===== src/rtl/serializer_pkg.sv =====
// Shared types and width helpers for the bit serializer and its FIFO.
package serializer_pkg;

  typedef enum logic {
    IDLE,
    SHIFT
  } shift_state_t;

  // Number of bits needed to hold any value in 0..n.
  function automatic int unsigned bits_for(input int unsigned n);
    int unsigned b;
    b = 1;
    while ((n >> b) != 0) b++;
    return b;
  endfunction

endpackage


===== src/rtl/serializer_fifo.sv =====
// Synchronous DEPTH x WIDTH FIFO with flush clear; storage is not reset, only pointers and count.
module serializer_fifo
  import serializer_pkg::*;
#(
  parameter int unsigned WIDTH = 8,
  parameter int unsigned DEPTH = 4
) (
  input  logic                            clk,
  input  logic                            reset_n,
  input  logic                            flush,
  input  logic                            push,
  input  logic [WIDTH-1:0]                wr_data,
  input  logic                            pop,
  output logic [WIDTH-1:0]                rd_data,
  output logic                            full,
  output logic                            empty,
  output logic [bits_for(DEPTH)-1:0]      count
);

  localparam int unsigned CW = bits_for(DEPTH);
  localparam int unsigned PW = $clog2(DEPTH);

  logic [WIDTH-1:0] mem [DEPTH];
  logic [PW-1:0]    wr_ptr;
  logic [PW-1:0]    rd_ptr;
  logic             do_push;
  logic             do_pop;

  assign full    = (count == CW'(DEPTH));
  assign empty   = (count == '0);
  assign do_push = push && !full && !flush;
  assign do_pop  = pop && !empty && !flush;
  assign rd_data = mem[rd_ptr];

  always_ff @(posedge clk or negedge reset_n) begin
    if (!reset_n) begin
      wr_ptr <= '0;
      rd_ptr <= '0;
      count  <= '0;
    end else if (flush) begin
      wr_ptr <= '0;
      rd_ptr <= '0;
      count  <= '0;
    end else begin
      if (do_push) wr_ptr <= wr_ptr + PW'(1);
      if (do_pop)  rd_ptr <= rd_ptr + PW'(1);
      case ({do_push, do_pop})
        2'b10:   count <= count + CW'(1);
        2'b01:   count <= count - CW'(1);
        default: count <= count;
      endcase
    end
  end

  always_ff @(posedge clk) begin
    if (do_push) mem[wr_ptr] <= wr_data;
  end

endmodule


===== src/rtl/bit_serializer.sv =====
// Parallel-to-serial feeder: buffers WIDTH-bit words and shifts them out one bit per clock on x.
module bit_serializer
  import serializer_pkg::*;
#(
  parameter int unsigned WIDTH     = 8,
  parameter int unsigned DEPTH     = 4,
  parameter bit          MSB_FIRST = 1'b1,
  parameter logic        IDLE_BIT  = 1'b0
) (
  input  logic             clk,
  input  logic             reset_n,
  input  logic             flush,
  input  logic [WIDTH-1:0] in_data,
  input  logic             in_valid,
  output logic             in_ready,
  output logic             x,
  output logic             x_valid,
  output logic             frame_start,
  output logic             busy
);

  localparam int unsigned CW = bits_for(DEPTH);
  localparam int unsigned BW = bits_for(WIDTH - 1);
  localparam logic [BW-1:0] LAST = BW'(WIDTH - 1);

  shift_state_t     state;
  logic [WIDTH-1:0] shreg;
  logic [BW-1:0]    bitcnt;
  logic [WIDTH-1:0] head;
  logic [CW-1:0]    count;
  logic             full;
  logic             empty;
  logic             push;
  logic             pop;

  function automatic logic first_bit(input logic [WIDTH-1:0] w);
    return MSB_FIRST ? w[WIDTH-1] : w[0];
  endfunction

  function automatic logic [WIDTH-1:0] advance(input logic [WIDTH-1:0] w);
    return MSB_FIRST ? (w << 1) : (w >> 1);
  endfunction

  assign in_ready = !full && !flush;
  assign push     = in_valid && in_ready;
  assign pop      = !flush && !empty && ((state == IDLE) || (bitcnt == LAST));
  assign busy     = (state == SHIFT) || (count != '0);

  serializer_fifo #(
    .WIDTH (WIDTH),
    .DEPTH (DEPTH)
  ) u_fifo (
    .clk     (clk),
    .reset_n (reset_n),
    .flush   (flush),
    .push    (push),
    .wr_data (in_data),
    .pop     (pop),
    .rd_data (head),
    .full    (full),
    .empty   (empty),
    .count   (count)
  );

  // A pop covers both the IDLE load and the gapless reload on the last bit of SHIFT.
  always_ff @(posedge clk or negedge reset_n) begin
    if (!reset_n) begin
      state       <= IDLE;
      shreg       <= '0;
      bitcnt      <= '0;
      x           <= IDLE_BIT;
      x_valid     <= 1'b0;
      frame_start <= 1'b0;
    end else if (flush) begin
      state       <= IDLE;
      bitcnt      <= '0;
      x           <= IDLE_BIT;
      x_valid     <= 1'b0;
      frame_start <= 1'b0;
    end else if (pop) begin
      state       <= SHIFT;
      shreg       <= advance(head);
      bitcnt      <= '0;
      x           <= first_bit(head);
      x_valid     <= 1'b1;
      frame_start <= 1'b1;
    end else if ((state == SHIFT) && (bitcnt != LAST)) begin
      shreg       <= advance(shreg);
      bitcnt      <= bitcnt + BW'(1);
      x           <= first_bit(shreg);
      frame_start <= 1'b0;
    end else begin
      state       <= IDLE;
      bitcnt      <= '0;
      x           <= IDLE_BIT;
      x_valid     <= 1'b0;
      frame_start <= 1'b0;
    end
  end

endmodule


===== config.mk =====
export PLATFORM = sky130hd
export DESIGN_NAME = bit_serializer
export DESIGN_NICKNAME = d
export VERILOG_FILES = /design/src/rtl/serializer_pkg.sv /design/src/rtl/serializer_fifo.sv /design/src/rtl/bit_serializer.sv
export SDC_FILE = /design/constraint.sdc
export NUM_CORES = 1
export LEC_CHECK = 0
export BUFFER_PORTS_ARGS = -buffer_cell sky130_fd_sc_hd__buf_2
export CORE_AREA = 10 10 82 84
export CTS_BUF_LIST = sky130_fd_sc_hd__clkbuf_4
export DETAILED_ROUTE_END_ITERATION = 8
export DIE_AREA = 0 0 92 94
export MAX_ROUTING_LAYER = met4
export PLACE_DENSITY = 0.68
export RECOVER_POWER = 50
export SLEW_MARGIN = 30
export SYNTH_ARGS = -nofsm -noshare
export SYNTH_HDL_FRONTEND = slang
export SYNTH_SLANG_ARGS = --single-unit

===== constraint.sdc =====
create_clock -name clk -period 3.7 [get_ports clk]
set_input_delay 0.37 -clock clk [delete_from_list [all_inputs] [get_ports clk]]
set_output_delay 0.37 -clock clk [all_outputs]
set_load 0.005 [all_outputs]

Yosys cells after proc, flatten, opt, wreduce, memory -nomap -nowiden
Memories as Yosys holds them, arrays and structs flattened.
Index checks and enable logic that the tools add are counted.
- register bits after elaboration: 21
- bits in writable memories: 32
- input bits: 12
- output and inout bits: 5
- logic and storage cells: 64
- memories kept: 1
- add/sub/neg operators: 5
- eq/ne operators: 6
- muxes and demuxes: 21
- bitwise logic cells: 2
- reduce and logical (&&, ||, !) cells: 21
- memories (name ; depth ; width ; rd ports ; clocked after Yosys merged registers in ; write ports ; RTL line ; source):
    u_fifo.mem ; 4 ; 8 ; 1 ; 0 ; 1 ; serializer_fifo.sv:23 ; logic [WIDTH-1:0] mem [DEPTH];
- operator list (operator ; number):
    $mux 8 ; 2
    $mux 3 ; 4
    $mux 1 ; 10
    $logic_and 1x1->1 ; 9
    $mux 2 ; 4
    $add 3x1->3 const B ; 2
    $eq 3x3->1 const B ; 2
    $pmux 3 s2 ; 1
    $reduce_bool 2->1 ; 3
    $reduce_bool 3->1 ; 2
    $add 2x1->2 const B ; 2
    $logic_not 1->1 ; 3
    $logic_not 3->1 ; 1
    $ne 3x2->1 const B ; 1
    $ne 3x3->1 const B ; 1
    $sub 3x1->3 const B ; 1
    $eq 2x1->1 const B ; 1
    $eq 2x2->1 const B ; 1
    $logic_or 1x1->1 ; 2
    $not 1->1 ; 2
    $reduce_and 2->1 ; 1

Depth between registers and ports, before layout
- depth after elaboration: 9
- depth in mapped cells: 11
- gate-level depth less buffers: 10

Hierarchy
From an unflattened synthesis, not the netlist that was laid out.
- cell total of the unflattened synthesis: 158
- area, all modules: 2358.5 µm²
- modules (own cells, without submodules) (module ; times used ; cells each ; area each (µm²) ; sequential area each (µm²)):
    serializer_fifo ; 1 ; 106 ; 1701.6 ; 1136.1
    bit_serializer ; 1 ; 52 ; 656.9 ; 325.3

Worst setup path before layout
OpenSTA, ideal clock, no wires.
- path kind: register to register
- start point: reg bitcnt[0]
- end point: reg u_fifo.count[2]
- library setup time: 0.105 ns
- data arrival time: 2.229 ns
- data required time: 3.595 ns
- path slack: 1.366 ns
- cell stages (with the launch flop): 11
- buffers on the path: 1
- clock period less this slack: 2.334 ns
- path through: dfrtp_1 > ha_1 > ha_1 > nor2b_1 > or3_1 > buf_6 > nor2_1 > fa_1 > nor3_1 > a311oi_1 > nor4b_1
- cells in the longest elaborated chain, start to end: 8
- RTL lines (what ; RTL line ; source):
    from (decl) ; bit_serializer.sv:28 ; logic [BW-1:0] bitcnt;
    from (signal assigned) ; bit_serializer.sv:89 ; bitcnt <= bitcnt + BW'(1);
    $eq 3x3->1 * ; bit_serializer.sv:46 ; assign pop = !flush && !empty && ((state == IDLE) || (bitcnt == LAST));
    $logic_or 1x1->1 * ; bit_serializer.sv:46 ;
    $logic_and 1x1->1 * ; bit_serializer.sv:46 ;
    $logic_and 1x1->1 * (2 in series) ; serializer_fifo.sv:32 ; assign do_pop = pop && !empty && !flush;
    $eq 2x1->1 / $eq 2x2->1 (equally long branches) ; serializer_fifo.sv:47 ; case ({do_push, do_pop})
    $pmux 3 s2 ; serializer_fifo.sv:47 ;
    $mux 3 ; serializer_fifo.sv:40 ; end else if (flush) begin
    to (signal assigned) ; serializer_fifo.sv:48 ; 2'b10: count <= count + CW'(1);
    to (signal assigned) ; serializer_fifo.sv:49 ; 2'b01: count <= count - CW'(1);
    to (signal assigned) ; serializer_fifo.sv:50 ; default: count <= count;
    to (decl) ; serializer_fifo.sv:17 ; output logic [bits_for(DEPTH)-1:0] count
Every way passes the cells marked *; elsewhere a longest branch is shown, timed or not.
A chain may end at the register's enable or synchronous reset.

Final worst setup path
Same ends and word-level chain as after synthesis.

==> results.sh <==
export IMPL_async_reset_ff_share_pct=38.5
export IMPL_dp_cells=226
export IMPL_cellLeakagePower_nw=0.899
export IMPL_synthAdderAreaFrac_pct=4.31
export IMPL_p_seq_share_pct=52.3
export IMPL_syn_avg_cell_area_um2=15.2
export IMPL_p_sw_share_pct=30.8
export IMPL_slew_headroom_pct=27.9
export IMPL_synth_distinct_cells=36
export IMPL_place_ws_ns=0.850
export IMPL_yosysTopAreaCell="edfxtp_1"
export IMPL_maxClockFrequency_mhz=349
export IMPL_ys_top_cells_by_area="edfxtp_1, dfrtp_1, mux4_2"
export IMPL_synth_top_area_share_pct=43.6
export IMPL_insertion_delay_ns=0.37
export IMPL_wl_per_cell_um=16.2
export IMPL_area_growth_pct=10.2
export IMPL_die_width_um=92
export IMPL_critical_path_class="reg2reg"
export IMPL_pwr_density_cell_mw_per_mm2=630
export IMPL_cts_htree_levels=2
export IMPL_portBuffers=16
export IMPL_cp_max_fo=8
export IMPL_die_area_mm2=0.00865
export IMPL_place_gp_congestion=0.798
export IMPL_cts_buffers=5
export IMPL_grt_setup_unrepaired="no"
export IMPL_clock_skew_ns=0.00357
export IMPL_antenna_found_initial=0
export IMPL_die_y_um=94
export IMPL_final_cell_mix="edfxtp_1, dfrtp_1, nand2_1"
export IMPL_layout_setup_ws_ns=0.831
export IMPL_vdd_ir_drop_worst_mv=0.313
export IMPL_yosys_mux_area_fraction_pct=9.30
export IMPL_instances_no_fill=235
export IMPL_grt_usage_pct=9.88
export IMPL_post_cts_buffers=0
export IMPL_rows=26
export IMPL_start_util_pct=43.5
export IMPL_yosysWarningCount=0
export IMPL_slew_viol_final=0
export IMPL_final_setup_tns_ns=0
export IMPL_synth_edff_count=32
export IMPL_hp_class="in2reg"
export IMPL_status="finished clean"
export IMPL_synth_fp_nets=164
export IMPL_p_switching_mw=0.471
export IMPL_clk_pin_slew_ns=0.14
export IMPL_cts_root_buf="clkbuf_4"
export IMPL_synth_top_family_by_area="simple AND/OR/NAND/NOR gates"
export IMPL_ys_seq_area_share_pct=66.3
export IMPL_synthCells=145
export IMPL_start_kind="register"
export IMPL_cp_end_kind="register"
export IMPL_insertedDiodeCount=0
export IMPL_required_ns=3.96
export IMPL_dr_total_vias=1227
export IMPL_reg2regPathDepth=9
export IMPL_clkSinkCount=52
export IMPL_ctsLongestPathBuffers=2
export IMPL_nNetsFinal=183
export IMPL_synth_compound_area_share_pct=5.16
export IMPL_cap_violations=0
export IMPL_postRouteAntennaNets=0
export IMPL_dr_first_iter_drc_count=56
export IMPL_grt_max_degree=21
export IMPL_num_io_pins=17
export IMPL_hold_violations=0
export IMPL_synth_simple_area_share_pct=10.8
export IMPL_critPathCapture="u_fifo.count[2]$_DFFE_PN0P_"
export IMPL_period_share_pct=77.5
export IMPL_ys_flop_type="edfxtp_1"
export IMPL_r2r_end="u_fifo.count[2]$_DFFE_PN0P_"
export IMPL_grt_pass1_wl_um=6500
export IMPL_fin_crit_ns=2.87
export IMPL_crit_reg2reg_launch="bitcnt[0]$_DFF_PN0_"
export IMPL_grt_pass1_vias=1333
export IMPL_hpwl_um=2690
export IMPL_drive_above_1_share_pct=17.0
export IMPL_synth_xor_area_share_pct=1.64
export IMPL_worstPathArrival_ns=3.13
export IMPL_reg2reg_setup_slack_ns=0.83
export IMPL_drt_wl_total_um=3800
export IMPL_grt_overflow=0
export IMPL_comb_power_share_pct=26.1
export IMPL_viasPerCell=5.22
export IMPL_drc=0
export IMPL_synth_cell_area_mm2=0.00221
export IMPL_core_mm2=0.00507
export IMPL_p_clk_share_pct=21.6
export IMPL_p_int_mw=1.06
export IMPL_synth_seq_cells=52
export IMPL_startpoint="bitcnt[0]$_DFF_PN0_"
export IMPL_worstMarginPinSlew_ns=1.08
export IMPL_cts_tree="built"
export IMPL_final_common_cell="edfxtp_1"
export IMPL_drt_pass1_iter_count=4
export IMPL_finalSetupViolCount=0
==> worst max-delay path, cell delays in order, from the launching register on <==
cell and delay [ns]:
dfrtp_1 0.41, ha_1 0.20, ha_1 0.18, nor2b_1 0.30, or3_1 0.43, nor2_1 0.11, fa_1 0.45, nor3_1 0.27
a311oi_1 0.09, nor4b_1 0.32
==> power groups by stage <==
| stage | Sequential, mW | Clock [mW] | Combinational (mW) |
|---|---|---|---|
| CTS | 0.805 | 0.340 | 0.407 |
| detailed placement | 0.819 | 0 | 0.404 |
| global route | 0.821 | 0.364 | 0.457 |
| floorplan | 0.774 | 0 | 0.341 |
| global placement | 0.811 | 0 | 0.387 |
| finish | 0.800 | 0.331 | 0.399 |
==> Yosys cell counts, types with 2 or more instances <==
library cell  number
nor3_1             4
nor2_1             9
a21oi_1            3
nand2b_1           3
and2_1             6
nor2b_1            2
dfrtp_1           20
nand2_1           15
a31oi_1            6
o21ai_0            3
nor4b_1            2
or3_1              2
ha_1               6
inv_1              3
mux4_2             8
clkbuf_1           2
edfxtp_1          32
==> per-layer routing <==
| metal | vias up | global-route usage, % | part of all wire [%] |
|---|---|---|---|
| li1 | 572 | - | - |
| met1 | 622 | 11.4 | 44 |
| met2 | 25 | 15.7 | 49 |
| met3 | 8 | 3.20 | 5.2 |
| met4 | 0 | 3.86 | 1.6 |
| met5 | - | - | 0 |
==> kinds of logic (layout without fill, tap and decap cells) <==
family                   count (synthesis)  after routing
adder cells (fa/ha/maj)                  7              7
AND/OR/NAND/NOR                         47             47
AO/OA/AOI/OAI                           18             18
multiplexers                            10             10
buffers and inverters                    9             29
flip-flops                              52             52
XOR/XNOR                                 2              2
==> sequential cells by signal, summed over array words and instances (netlist names) <==
signal	flops
shreg	7
u_fifo.wr_ptr	2
u_fifo.count	3
u_fifo.rd_ptr	2
frame_start	1
bitcnt	3
u_fifo.mem	32
state	1
x	1
==> how the worst min path moves through the flow <==
stage / end / start / cells after the start
after CTS: u_fifo.mem[3][2]$_DFFE_PP_ / in_data[2] / 1
after global routing: u_fifo.mem[2][4]$_DFFE_PP_ / in_data[4] / 1
after global placement: bitcnt[2]$_DFF_PN0_ / reset_n / 1
after floorplan: bitcnt[0]$_DFF_PN0_ / reset_n / 0
after detailed placement: bitcnt[1]$_DFF_PN0_ / reset_n / 1
final: u_fifo.mem[3][0]$_DFFE_PP_ / in_data[0] / 1
==> layout make-up <==
type / instances / area [um2]
inverter: 4 / 27.5
clock inverter: 2 / 38.8
fill: 473 / 2650
sequential: 52 / 1460
timing repair buffer: 17 / 76.3
tap: 70 / 87.6
clock buffer: 6 / 45.0
multi-input combinational: 84 / 693
==> timing repair <==
item | 4_1_cts | 5_1_grt
hold buffers | 1 | 0
gates resized for setup | 0 | 0
hold endpoints to repair | 20 | 0
==> metrics by stage <==
step,hold slack (ns),total power [mW],instance area [um2],util (%)
after global routing,0.240,1.64,2430,47.9
after global placement,0.334,1.20,2350,46.2
final,0.243,1.53,2430,47.9
after floorplan,0.0744,1.12,2210,-
after CTS,0.187,1.55,2440,48.1
after detailed placement,0.344,1.22,2350,46.2
Power figures use the tool's default switching activity.
